$ cat config.mk
export PLATFORM = sky130hd
export DESIGN_NAME = alu_issue_flat
export DESIGN_NICKNAME = d
export VERILOG_FILES = /design/src/rtl/alu_issue_if.sv /design/src/rtl/alu_issue.sv /design/src/flat_wrapper.sv
export SDC_FILE = /design/constraint.sdc
export NUM_CORES = 1
export LEC_CHECK = 0
export ABC_CLOCK_PERIOD_IN_PS = 2400
export BUFFER_PORTS_ARGS = -buffer_cell sky130_fd_sc_hd__clkbuf_2
export CELL_PAD_IN_SITES_DETAIL_PLACEMENT = 2
export CELL_PAD_IN_SITES_GLOBAL_PLACEMENT = 2
export CORE_ASPECT_RATIO = 2
export CORE_MARGIN = 2
export CORE_UTILIZATION = 40
export CTS_CLUSTER_DIAMETER = 120
export DETAILED_ROUTE_END_ITERATION = 12
export PLACE_DENSITY = 0.81
export RECOVER_POWER = 50
export SLEW_MARGIN = 25
export SYNTH_ARGS = -nofsm -noshare
export SYNTH_HDL_FRONTEND = slang
export SYNTH_SLANG_ARGS = --single-unit
$ cat constraint.sdc
create_clock -name clk -period 2.4 [get_ports clk]
set_clock_uncertainty 0.05 [all_clocks]
set_input_delay 0.48 -clock clk [delete_from_list [all_inputs] [get_ports clk]]
set_output_delay 0.48 -clock clk [all_outputs]
set_load 0.05 [all_outputs]
$ cat src/rtl/alu_issue_if.sv
// Bundles the instruction stream, the ALU operand/result wires and the result stream.
// The stage uses the slave side and its driver/ALU/consumer use the master side.
interface alu_issue_if;
    logic        in_valid;
    logic        in_ready;
    logic [31:0] in_instr;
    logic [5:0]  alu_opcode;
    logic [15:0] alu_a;
    logic [15:0] alu_b;
    logic [4:0]  alu_shift;
    logic [15:0] alu_y;
    logic        res_valid;
    logic        res_ready;
    logic [15:0] res_data;
    logic [2:0]  res_rd;

    modport slave (
        input  in_valid, in_instr, alu_y, res_ready,
        output in_ready, alu_opcode, alu_a, alu_b, alu_shift,
        output res_valid, res_data, res_rd
    );

    modport master (
        output in_valid, in_instr, alu_y, res_ready,
        input  in_ready, alu_opcode, alu_a, alu_b, alu_shift,
        input  res_valid, res_data, res_rd
    );
endinterface

$ cat src/rtl/alu_issue.sv
// Issue/writeback stage around an external combinational ALU with an 8x16 register file.
//   state | meaning
//   IDLE  | no instruction in flight, no result pending
//   ISSUE | operands on the ALU; result captured at the end of this cycle
//   WB    | result presented, waiting for the consumer
module alu_issue #(
    parameter int          NREGS  = 8,
    parameter logic [5:0]  LDI_OP = 6'h3F
) (
    input  logic      clk,
    input  logic      rst,
    alu_issue_if.slave bus
);
    typedef enum logic [1:0] {IDLE, ISSUE, WB} state_t;

    state_t      state;
    state_t      state_nxt;
    logic        in_ready;
    logic        accept;
    logic [15:0] result;

    logic [5:0]  op_q;
    logic [2:0]  rd_q;
    logic [15:0] imm_q;
    logic [5:0]  alu_opcode_q;
    logic [15:0] alu_a_q;
    logic [15:0] alu_b_q;
    logic [4:0]  alu_shift_q;
    logic        res_valid_q;
    logic [15:0] res_data_q;
    logic [2:0]  res_rd_q;
    logic [15:0] rf [NREGS];

    logic [5:0]  in_op;
    logic [2:0]  in_rd;
    logic [2:0]  in_rs;
    logic [2:0]  in_rt;
    logic [4:0]  in_shift;
    logic [15:0] in_imm;

    assign in_op    = bus.in_instr[31:26];
    assign in_rd    = bus.in_instr[25:23];
    assign in_rs    = bus.in_instr[22:20];
    assign in_rt    = bus.in_instr[19:17];
    assign in_shift = bus.in_instr[16:12];
    assign in_imm   = bus.in_instr[15:0];

    always_comb begin
        state_nxt = state;
        in_ready  = (state == IDLE) || ((state == WB) && bus.res_ready);
        accept    = bus.in_valid && in_ready;
        result    = (op_q == LDI_OP) ? imm_q : bus.alu_y;
        case (state)
            IDLE:    if (accept) state_nxt = ISSUE;
            ISSUE:   state_nxt = WB;
            WB:      if (bus.res_ready) state_nxt = accept ? ISSUE : IDLE;
            default: state_nxt = IDLE;
        endcase
    end

    always_ff @(posedge clk) begin
        if (rst) begin
            state        <= IDLE;
            op_q         <= '0;
            rd_q         <= '0;
            imm_q        <= '0;
            alu_opcode_q <= '0;
            alu_a_q      <= '0;
            alu_b_q      <= '0;
            alu_shift_q  <= '0;
            res_valid_q  <= 1'b0;
            res_data_q   <= '0;
            res_rd_q     <= '0;
            for (int i = 0; i < NREGS; i++) rf[i] <= '0;
        end else begin
            state <= state_nxt;
            if (accept) begin
                op_q  <= in_op;
                rd_q  <= in_rd;
                imm_q <= in_imm;
                // LDI never reaches the ALU, so its operand registers keep the last ALU op
                if (in_op != LDI_OP) begin
                    alu_opcode_q <= in_op;
                    alu_a_q      <= rf[in_rs];
                    alu_b_q      <= rf[in_rt];
                    alu_shift_q  <= in_shift;
                end
            end
            if (state == ISSUE) begin
                if (rd_q != 3'd0) rf[rd_q] <= result;
                res_data_q  <= result;
                res_rd_q    <= rd_q;
                res_valid_q <= 1'b1;
            end else if ((state == WB) && bus.res_ready && !accept) begin
                res_valid_q <= 1'b0;
            end
        end
    end

    assign bus.in_ready   = in_ready;
    assign bus.alu_opcode = alu_opcode_q;
    assign bus.alu_a      = alu_a_q;
    assign bus.alu_b      = alu_b_q;
    assign bus.alu_shift  = alu_shift_q;
    assign bus.res_valid  = res_valid_q;
    assign bus.res_data   = res_data_q;
    assign bus.res_rd     = res_rd_q;
endmodule

$ cat src/flat_wrapper.sv
// flat-port wrapper written by rule: the top's interface ports become plain ports
module alu_issue_flat 
#(
    parameter int          NREGS  = 8,
    parameter logic [5:0]  LDI_OP = 6'h3F
)
  (clk, rst, bus_in_valid, bus_in_instr, bus_alu_y, bus_res_ready, bus_in_ready, bus_alu_opcode, bus_alu_a, bus_alu_b, bus_alu_shift, bus_res_valid, bus_res_data, bus_res_rd);
  alu_issue_if bus_i ();
  input  logic clk;
  input  logic rst;
  input wire logic [$bits(bus_i.in_valid)-1:0] bus_in_valid;
  input wire logic [$bits(bus_i.in_instr)-1:0] bus_in_instr;
  input wire logic [$bits(bus_i.alu_y)-1:0] bus_alu_y;
  input wire logic [$bits(bus_i.res_ready)-1:0] bus_res_ready;
  output wire logic [$bits(bus_i.in_ready)-1:0] bus_in_ready;
  output wire logic [$bits(bus_i.alu_opcode)-1:0] bus_alu_opcode;
  output wire logic [$bits(bus_i.alu_a)-1:0] bus_alu_a;
  output wire logic [$bits(bus_i.alu_b)-1:0] bus_alu_b;
  output wire logic [$bits(bus_i.alu_shift)-1:0] bus_alu_shift;
  output wire logic [$bits(bus_i.res_valid)-1:0] bus_res_valid;
  output wire logic [$bits(bus_i.res_data)-1:0] bus_res_data;
  output wire logic [$bits(bus_i.res_rd)-1:0] bus_res_rd;
  assign bus_i.in_valid = bus_in_valid;
  assign bus_i.in_instr = bus_in_instr;
  assign bus_i.alu_y = bus_alu_y;
  assign bus_i.res_ready = bus_res_ready;
  assign bus_in_ready = bus_i.in_ready;
  assign bus_alu_opcode = bus_i.alu_opcode;
  assign bus_alu_a = bus_i.alu_a;
  assign bus_alu_b = bus_i.alu_b;
  assign bus_alu_shift = bus_i.alu_shift;
  assign bus_res_valid = bus_i.res_valid;
  assign bus_res_data = bus_i.res_data;
  assign bus_res_rd = bus_i.res_rd;
  alu_issue #(.NREGS(NREGS), .LDI_OP(LDI_OP)) u_core (.clk(clk), .rst(rst), .bus(bus_i));
endmodule
==> out/summary.txt <==
Clock share of power: 36.5%
Largest net degree at the start of global routing: 76
# DRC: 0
Die H: 223 um
CP arrival: 2.28 ns
Clock Sinks: 218
Final cycle utilization of the critical path: 86.9%
R2R Setup Slk: 0.31 ns
Net Switching: 2.42 mW
Drt total wl: 31600 um
Total track usage: 25.7%
Final setup viols: 0
Critical-path cell list: nand4_1 -> nor2_4 -> buf_4 -> mux2i_1 -> buf_4 -> nor2_1
Gpl congestion: 0.786
Int Pwr: 6.31 mW
Slew Limit Headroom: 44.2%
CTS max path bufs: 3
Crit path max fanout: 11
Maximum VDD drop: 0.000629 V
Post-cts sizing count: 0
Number of port buffers: 115
Min Tclk post-route: 2.09 ns
HP Class: in -> reg
Synth cell types: 29
Vias: 6860
Number of synthesized register bits: 218
# rows: 80
Iteration-0 DRC Markers: 287
DR vias/cell: 5.73
Place WS: 0.349 ns
Max Freq: 0.479 GHz
Static leakage: 4.11 nW
Final worst slack: 0.314 ns
Critical Path Max Stage Delay: 0.36 ns
Post-CTS Setup Repair Bufs: 0
Sequential cell area fraction in the yosys report: 58.6%
Hold-fix buffers at CTS: 0
Die span in x: 114 um
IO Pins: 116
Synth area leader: edfxtp_1
Wire length per cell: 26.4 um
Sw frac: 27.7%
Ant diodes: 0
Crit start category: flip-flop
Crit Path Class: reg -> reg
Worst setup EP type: flip-flop
CP required: 2.59 ns
Status: complete, no violations
Die area: 25400 sq um
Most frequent CP cell: buf_4
Dpl hpwl: 21900 um
Starting Density: 40.6%
Synth warn: 0
Syn Std Cell Area: 9630 sq um
Comb pwr share: 14.2%
Layout overhead on the synthesized area: 17.7%
Mean Syn Cell Area: 12.7 sq um
Vias in the first global route: 8040
Fin Setup TNS: 0 ns
Htree depth: 1
NumNets Final: 948
Clock root buffer: clkbuf_16
CP max-delay cell: dfxtp_1
Max Cap Viol: 0
Synth Instances: 760
First-pass GRT wire length: 49300 um
Hold Vio Cnt, Final: 0
P per Cell Area: 770 nW/um^2
Worst-Skew Late Latency: 0.51 ns
RSZ-0062 raised after global routing: false
Largest cells by area after synthesis: edfxtp_1 40%, dfxtp_1 19%, mux4_2 15%
Slew at the pin with the worst max-slew slack: 0.837 ns
Clock transition at the registers of the reported paths: 0.07 ns
Initial DRT Pass Iterations: 4
Core area: 23700 sq um
Fin. max-slew vios: 0
Reg power frac: 49.4%
Grt ovf: 0
Initial antenna violation count: 0
CTS buffer count: 20
DRT antenna net count: 0
Share of the synthesized area in the top cell type: 39.9%
TritonCTS clock tree: done
Layout cells sized above 1: 22.1%
==> cell usage after synthesis <==
library cell  number
nor3b_2            1
nand2_1           64
a21oi_1           71
and3_1             1
nor2b_1            4
nor2_1           126
inv_1              2
buf_6              2
nor2_2            10
nand3b_1           2
edfxtp_1         128
mux4_2            64
a211oi_1          49
o31ai_1            1
buf_2             12
mux2i_1           48
nor3_2             2
buf_4              4
nand4_1            1
o21ai_0            7
conb_1             1
nand3_1           10
or3_1              2
dfxtp_1           90
nor2_4             1
buf_1              6
nor3_1             4
nand2b_1           9
clkbuf_1          38
==> cells in the final DEF (no fill, tap or decap), drive strengths merged, types with 7 or more instances in the layout <==
cell / netlist / layout
clkbuf: 38 / 155
mux2i: 48 / 48
buf: 24 / 36
nand2: 64 / 64
dfxtp: 90 / 90
a21oi: 71 / 71
a211oi: 49 / 49
conb: 1 / 16
o21ai: 7 / 7
edfxtp: 128 / 128
nand3: 10 / 10
mux4: 64 / 64
nand2b: 9 / 9
nor2: 137 / 137
==> per-stage QoR <==
step	utilization (%)	power (mW)	hold slack (ns)	std cells	cell area (sq um)
2_1_floorplan	-	5.18	0.386	775	9690
3_3_place_gp	45.6	5.54	0.394	1161	10800
3_5_place_dp	45.6	5.63	0.407	1161	10800
4_1_cts	48.3	8.84	0.127	1197	11500
5_1_grt	47.8	9.01	0.139	1197	11300
6_report	47.8	8.72	0.144	1197	11300
==> routing by layer <==
| metal | share of wire [%] | global-route usage [%] |
|---|---|---|
| met1 | 34 | 27.0 |
| met2 | 57 | 49.6 |
| met3 | 4.8 | 4.21 |
| met4 | 3.8 | 10.2 |
| met5 | 0 | 0 |
==> flip-flops by register name, summed over array words and instances, names as in the netlist <==
signal	flops
u_core.bus.res_valid	1
u_core.op_q	6
u_core.rd_q	3
u_core.bus.alu_b	16
u_core.bus.res_rd	3
u_core.rf	128
u_core.bus.alu_opcode	6
u_core.state	2
u_core.bus.alu_a	16
u_core.bus.res_data	16
u_core.imm_q	16
u_core.bus.alu_shift	5
==> power by group through the flow <==
stage	logic (mW)	clock network (mW)	registers, mW
3_3_place_gp	1.19	0	4.35
4_1_cts	1.27	3.26	4.31
2_1_floorplan	0.569	0	4.61
6_report	1.24	3.18	4.31
3_5_place_dp	1.25	0	4.38
5_1_grt	1.32	3.36	4.33
==> worst max-delay path, delay by kind of cell, from the launching register on <==
family / cells / cell delay, ns
buffers and inverters: 2 / 0.54
flip-flops: 1 / 0.36
multiplexers: 1 / 0.33
AND/OR/NAND/NOR: 3 / 0.52
==> logic make-up after synthesis <==
| family | after synthesis | synth area share (%) |
|---|---|---|
| and+or+nand+nor | 237 | 10.5 |
| other | 1 | 0.0389 |
| muxes | 112 | 20.0 |
| AOI/OAI and AO/OA | 128 | 7.95 |
| DFF | 218 | 58.6 |
| buffers and inverters | 64 | 2.96 |
==> path summary, 6_finish.rpt <==
kind	from	endpoint	depth (start not counted)
min reg2reg	u_core.imm_q[11]	u_core.imm_q[11]	2
min	bus_in_instr[11]	u_core.imm_q[11]	3
max	u_core.op_q[3]	u_core.rf[4][8]	6
max reg2reg	u_core.op_q[3]	u_core.rf[4][8]	6
==> final cells by class <==
| cell class | instances | area, sq um |
|---|---|---|
| clock buffer | 30 | 601 |
| tap | 287 | 359 |
| sequential | 218 | 5650 |
| inverter | 2 | 7.51 |
| timing repair buffer | 161 | 940 |
| clock inverter | 6 | 30.0 |
| fill | 2381 | 12400 |
| multi-input combinational | 493 | 3750 |
Power figures use the tool's default switching activity.
